### config.mk
export PLATFORM = sky130hd
export DESIGN_NAME = alu_exec_unit
export DESIGN_NICKNAME = d
export VERILOG_FILES = /design/src/rtl/alu_pkg.sv /design/src/rtl/alu_exec_unit_seq_divider.sv /design/src/rtl/alu_exec_unit.sv
export SDC_FILE = /design/constraint.sdc
export NUM_CORES = 1
export LEC_CHECK = 0
export CAP_MARGIN = 15
export CORE_ASPECT_RATIO = 1.1
export CORE_MARGIN = 3
export CORE_UTILIZATION = 35
export DETAILED_ROUTE_END_ITERATION = 12
export PLACE_DENSITY = 0.58
export SLEW_MARGIN = 25
export SYNTH_ARGS = -nofsm -noshare
export SYNTH_HDL_FRONTEND = slang
export SYNTH_SLANG_ARGS = --single-unit
### constraint.sdc
create_clock -name clk -period 10.1 [get_ports clk]
set_input_delay 1.515 -clock clk [delete_from_list [all_inputs] [get_ports clk]]
set_output_delay 1.515 -clock clk [all_outputs]
set_load 0.05 [all_outputs]
### src/rtl/alu_pkg.sv
// Shared ALU encodings for the decoder, ALU-control decoder and execute stage.
package alu_pkg;

  // ALU control codes driven by the ALU-control decoder
  localparam logic [3:0] ALU_AND = 4'b0000;
  localparam logic [3:0] ALU_OR  = 4'b0001;
  localparam logic [3:0] ALU_ADD = 4'b0010;
  localparam logic [3:0] ALU_SUB = 4'b0110;
  localparam logic [3:0] ALU_MUL = 4'b0011;
  localparam logic [3:0] ALU_DIV = 4'b0100;

  // Execute-stage state encoding
  localparam logic [1:0] ST_IDLE = 2'd0;
  localparam logic [1:0] ST_BUSY = 2'd1;
  localparam logic [1:0] ST_DONE = 2'd2;

  // ALUOp from the main decoder
  localparam logic [1:0] ALUOP_LS    = 2'b00;
  localparam logic [1:0] ALUOP_BEQ   = 2'b01;
  localparam logic [1:0] ALUOP_RTYPE = 2'b10;

endpackage

### src/rtl/alu_exec_unit_seq_divider.sv
// Restoring unsigned divider, one quotient bit per cycle, WIDTH cycles per op.
// done_o marks the cycle of the final step; quotient_o is valid in that cycle.
module seq_divider
  import alu_pkg::*;
#(
  parameter int unsigned WIDTH = 32
) (
  input  logic             clk,
  input  logic             rst,
  input  logic             start_i,
  input  logic [WIDTH-1:0] dividend_i,
  input  logic [WIDTH-1:0] divisor_i,
  output logic             done_o,
  output logic [WIDTH-1:0] quotient_o,
  output logic             dbz_o
);

  localparam int unsigned CW = $clog2(WIDTH + 1);

  logic             busy_q;
  logic [CW-1:0]    cnt_q;
  logic [WIDTH-1:0] rem_q, rem_d;
  logic [WIDTH-1:0] quo_q, quo_d;
  logic [WIDTH-1:0] div_q;
  logic [WIDTH:0]   rem_sh;
  logic [WIDTH:0]   diff;

  // One restoring step: shift in next dividend bit, subtract if it fits
  always_comb begin
    rem_sh = {rem_q, quo_q[WIDTH-1]};
    diff   = rem_sh - {1'b0, div_q};
    quo_d  = {quo_q[WIDTH-2:0], ~diff[WIDTH]};
    rem_d  = diff[WIDTH] ? rem_sh[WIDTH-1:0] : diff[WIDTH-1:0];
  end

  assign done_o     = busy_q && (cnt_q == CW'(1));
  assign quotient_o = quo_d;
  assign dbz_o      = (divisor_i == '0);

  // Load operands on start, then iterate until the counter expires
  always_ff @(posedge clk) begin
    if (rst) begin
      busy_q <= 1'b0;
      cnt_q  <= '0;
      rem_q  <= '0;
      quo_q  <= '0;
      div_q  <= '0;
    end else if (start_i) begin
      busy_q <= 1'b1;
      cnt_q  <= CW'(WIDTH);
      rem_q  <= '0;
      quo_q  <= dividend_i;
      div_q  <= divisor_i;
    end else if (busy_q) begin
      rem_q <= rem_d;
      quo_q <= quo_d;
      cnt_q <= cnt_q - CW'(1);
      if (cnt_q == CW'(1)) busy_q <= 1'b0;
    end
  end

endmodule

### src/rtl/alu_exec_unit.sv
// Execute stage: AND/OR/ADD/SUB in one cycle, MUL/DIV iterative.
// ALU_MULDIV_EN enables MUL/DIV; otherwise codes 0011/0100 report illegal.
module alu_exec_unit
  import alu_pkg::*;
#(
  parameter int unsigned WIDTH = 32
) (
  input  logic             clk,
  input  logic             rst,
  input  logic             in_valid,
  output logic             in_ready,
  input  logic [3:0]       alu_ctr,
  input  logic [WIDTH-1:0] op_a,
  input  logic [WIDTH-1:0] op_b,
  output logic             out_valid,
  input  logic             out_ready,
  output logic [WIDTH-1:0] result,
  output logic             zero,
  output logic             illegal
);

  logic [1:0]       state_q, state_d;
  logic [WIDTH-1:0] result_q, result_d;
  logic             zero_q, zero_d;
  logic             illegal_q, illegal_d;
  logic [WIDTH-1:0] alu_res;
  logic             alu_ill;
  logic             accept;

  assign in_ready  = (state_q == ST_IDLE) && !rst;
  assign accept    = in_valid && in_ready;
  assign out_valid = (state_q == ST_DONE);
  assign result    = result_q;
  assign zero      = zero_q;
  assign illegal   = illegal_q;

  // Single-cycle datapath; anything else (incl. MUL/DIV here) is illegal
  always_comb begin
    alu_res = '0;
    alu_ill = 1'b0;
    case (alu_ctr)
      ALU_AND: alu_res = op_a & op_b;
      ALU_OR:  alu_res = op_a | op_b;
      ALU_ADD: alu_res = op_a + op_b;
      ALU_SUB: alu_res = op_a - op_b;
      default: alu_ill = 1'b1;
    endcase
  end

`ifdef ALU_MULDIV_EN
  localparam int unsigned CW = $clog2(WIDTH + 1);

  logic [CW-1:0]    cnt_q, cnt_d;
  logic [WIDTH-1:0] acc_q, acc_d;
  logic [WIDTH-1:0] mcand_q, mcand_d;
  logic [WIDTH-1:0] mplier_q, mplier_d;
  logic             is_div_q, is_div_d;
  logic             is_muldiv;
  logic             div_start, div_done, div_dbz;
  logic [WIDTH-1:0] div_quo;

  assign is_muldiv = (alu_ctr == ALU_MUL) || (alu_ctr == ALU_DIV);
  assign div_start = accept && (alu_ctr == ALU_DIV) && !div_dbz;

  seq_divider #(.WIDTH(WIDTH)) u_div (
    .clk        (clk),
    .rst        (rst),
    .start_i    (div_start),
    .dividend_i (op_a),
    .divisor_i  (op_b),
    .done_o     (div_done),
    .quotient_o (div_quo),
    .dbz_o      (div_dbz)
  );

  // Shift-add multiplier step, advanced only while BUSY
  always_comb begin
    acc_d    = acc_q;
    mcand_d  = mcand_q;
    mplier_d = mplier_q;
    if (state_q == ST_BUSY) begin
      if (mplier_q[0]) acc_d = acc_q + mcand_q;
      mcand_d  = mcand_q << 1;
      mplier_d = mplier_q >> 1;
    end else if (accept) begin
      acc_d    = '0;
      mcand_d  = op_a;
      mplier_d = op_b;
    end
  end

  // Multiplier registers and shared step counter
  always_ff @(posedge clk) begin
    if (rst) begin
      cnt_q    <= '0;
      acc_q    <= '0;
      mcand_q  <= '0;
      mplier_q <= '0;
      is_div_q <= 1'b0;
    end else begin
      cnt_q    <= cnt_d;
      acc_q    <= acc_d;
      mcand_q  <= mcand_d;
      mplier_q <= mplier_d;
      is_div_q <= is_div_d;
    end
  end
`endif

  // Control FSM and result capture
  always_comb begin
    state_d   = state_q;
    result_d  = result_q;
    zero_d    = zero_q;
    illegal_d = illegal_q;
`ifdef ALU_MULDIV_EN
    cnt_d     = cnt_q;
    is_div_d  = is_div_q;
`endif
    case (state_q)
      ST_IDLE: begin
        if (accept) begin
          state_d   = ST_DONE;
          result_d  = alu_res;
          zero_d    = (alu_res == '0);
          illegal_d = alu_ill;
`ifdef ALU_MULDIV_EN
          if (is_muldiv) begin
            illegal_d = 1'b0;
            if ((alu_ctr == ALU_DIV) && div_dbz) begin
              result_d = '1;
              zero_d   = 1'b0;
            end else begin
              state_d  = ST_BUSY;
              cnt_d    = CW'(WIDTH);
              is_div_d = (alu_ctr == ALU_DIV);
            end
          end
`endif
        end
      end
`ifdef ALU_MULDIV_EN
      ST_BUSY: begin
        cnt_d = cnt_q - CW'(1);
        if (is_div_q) begin
          if (div_done) begin
            state_d  = ST_DONE;
            result_d = div_quo;
            zero_d   = (div_quo == '0);
          end
        end else if (cnt_q == CW'(1)) begin
          // acc_d already includes the final partial product
          state_d  = ST_DONE;
          result_d = acc_d;
          zero_d   = (acc_d == '0);
        end
      end
`endif
      ST_DONE: begin
        if (out_ready) state_d = ST_IDLE;
      end
      default: state_d = ST_IDLE;
    endcase
  end

  // State and output registers
  always_ff @(posedge clk) begin
    if (rst) begin
      state_q   <= ST_IDLE;
      result_q  <= '0;
      zero_q    <= 1'b0;
      illegal_q <= 1'b0;
    end else begin
      state_q   <= state_d;
      result_q  <= result_d;
      zero_q    <= zero_d;
      illegal_q <= illegal_d;
    end
  end

endmodule

==> metrics.yaml <==
status: "complete, no violations"
powerDensity_nw_per_um2: 113
grtUsageMet2_pct: 30.7
vias_per_cell: 5.71
ir_worst_vdd_mv: 0.150
synth_top_cell_area_share_pct: 16.0
grt_pass1_wl_um: 22700
rows: 42
fp.dieArea_um2: 13900
maxCapViolCount: 0
fin_area_um2: 5730
min_period_ns: 6.54
synth-seq-cells: 35
firstDrtPassIters: 5
finalMaxSlewViolations: 0
yosysTopAreaCell: "dfxtp_1"
final.period_utilization_pct: 64.8
layout.nets: 780
setup_viol: 0
clk_path_buf_depth: 2
grt.busiest_layer: "met2"
clock-sinks: 35
cts_tree: "done"
fin_hold_ws_ns: 0.452
drive_gt1_share_pct: 4.45
ys_types: 66
final_util_pct: 47.2
start_util_pct: 36.1
synthArstFlopShare_pct: 0
cp_max_fo: 44
critPathArrivalTime_ns: 6.73
ios: 108
final.fill_count: 1244
clk_pin_slew_ns: 0.05
cts_resized: 0
synth.top_cells.by_area: "dfxtp_1, ha_1, xnor2_1"
crit_path_start_kind: "input pin"
dpl.cell_count: 819
vias: 4724
grt_overflow: 0
critPathCaptureType: "flip-flop"
ctsHoldBuffers: 0
drtAntennaViolNets: 0
htreeDepth: 2
track_usage_pct: 19.8
antenna_cells: 0
grt_pass1_vias: 4351
worst-r2r-setup-slack_ns: 7.09
root_buffer: "clkbuf_16"
hpwl_um: 11500
wl_per_cell_um: 17.2
routed_wl_um: 14200
fp.coreArea_um2: 12100
worstMarginPinSlew_ns: 0.937
final.setup.tns_ns: 0
cts_inserted_buffers: 5
area_delta_synth_final_pct: 30.8
final_cells: 828
avgSynthCellArea_um2: 7.40
drtIter0Drc: 346
syn_inst: 592
grtUsageMet3_pct: 1.66
post-cts-setup-buffers: 0
hold_violations: 0
leakagePower_nw: 2.18
min_path_type: "flip-flop to flip-flop"
yosysMostFrequentCell: "nor2_1"
netlist_area_um2: 4380
port_buffers: 107
finClkSkew_ns: 0.00213
die_h_um: 123
synth_seq_area_share_pct: 16.0
drcViolationCount: 0
synth_warnings: 0
insertion_delay_ns: 0.27
grt_setup_unrepaired: "no"
chipWidth_um: 113
maxSlewHeadroom_pct: 37.4
synth_nets: 699
antenna_found_initial: 0
fmax_mhz: 153
required_ns: 10.29
placed_area_um2: 5530
path_class: "input pin to flip-flop"
synth_edf_count: 0
synth_flop_cell: "dfxtp_1"
grt_max_degree: 51
ys_top_cells_by_count: "nor2_1, a21oi_1, nand2_1"
use_met1_pct: 30.2
place.gp.congestion: 0.892
## state kept, by name, indices dropped and copies added, names as in the netlist
| register | flops |
|---|---|
| result | 32 |
| state_q | 1 |
| zero | 1 |
| illegal | 1 |
## cells by family (layout without fill, tap and decap cells)
group           Yosys count  count (layout)  synth area share, %
compound gates          198             198                 30.0
fa+ha+maj                62              62                 16.4
mux                       4               4                0.943
xor+xnor                 54              54                 10.8
buf+inv                  55             137                 5.03
flops                    35              35                 16.0
simple gates            184             184                 20.8
## per-stage QoR
step	setup WS, ns	power, W
after CTS	3.55	0.000649
after global routing	3.20	0.000690
final	3.56	0.000648
after global placement	3.36	0.000475
after detailed placement	3.28	0.000477
after floorplan	3.91	0.000373
## power by group
part	internal [W]	total, W	switching [W]
Clock	0.000116	0.000169	0.0000531
Sequential	0.000149	0.000155	0.00000618
Combinational	0.000134	0.000324	0.000190
Total	0.000399	0.000648	0.000249
## cell type report
class | instances | area [um^2] | share of cell area (%)
Clock buffer | 5 | 125 | 2.19
Inverter | 18 | 67.6 | 1.18
Timing Repair Buffer | 111 | 1120 | 19.6
Clock inverter | 3 | 43.8 | 0.765
Tap cell | 154 | 193 | 3.37
Multi-Input combinational cell | 502 | 3470 | 60.7
Sequential cell | 35 | 701 | 12.2
## layer usage
| layer | wire length (um) | vias up | share of wire [%] |
|---|---|---|---|
| met5 | 0 | - | 0 |
| met4 | 133 | 0 | 0.93 |
| met3 | 723 | 11 | 5.1 |
| met2 | 6340 | 156 | 44 |
| met1 | 7050 | 2185 | 49 |
| li1 | - | 2372 | - |
## final timing paths
path | startpoint | endpoint | cells past startpoint
worst max-delay path | alu_ctr[0] | zero | 18
worst min-delay path | illegal | illegal | 2
worst max register to register | state_q[1] | zero | 9
worst min register to register | illegal | illegal | 2
## cells in the final DEF, fill, tap and decap left out, types with 3 or more instances in the layout
cell / count
inv_1: 18
nand2b_1: 6
nand2_1: 43
nand4_1: 9
a211oi_1: 20
a21o_1: 10
o2111ai_1: 3
ha_1: 34
and3_1: 4
o21a_1: 3
o41ai_1: 7
clkdlybuf4s50_1: 107
clkbuf_16: 5
nor3b_2: 3
a31oi_1: 7
a221oi_1: 7
and2_1: 3
o31ai_1: 6
a22oi_1: 9
mux2i_1: 3
nor3_1: 17
o211ai_1: 7
or3_1: 3
o211a_1: 6
o21ai_0: 38
nor4_1: 5
dfxtp_1: 35
buf_4: 3
maj3_1: 25
nand3_1: 9
a21oi_1: 55
xor2_1: 19
xnor2_1: 35
nor2_1: 67
## critical path: stages
cell and delay [ns]:
clkdlybuf4s50_1 0.41, buf_4 0.28, nor3b_2 0.20, buf_4 0.36
and2_1 0.72, a21oi_1 0.11, xnor2_1 0.17, ha_1 0.34
a21o_1 0.23, a21o_1 0.23, or3_1 0.37, a311oi_1 0.29
nand4_1 0.13, or4_1 0.52, a211o_1 0.29, nor4b_2 0.21
nand4_1 0.13, o31ai_2 0.23
Power figures use the tool's default switching activity.
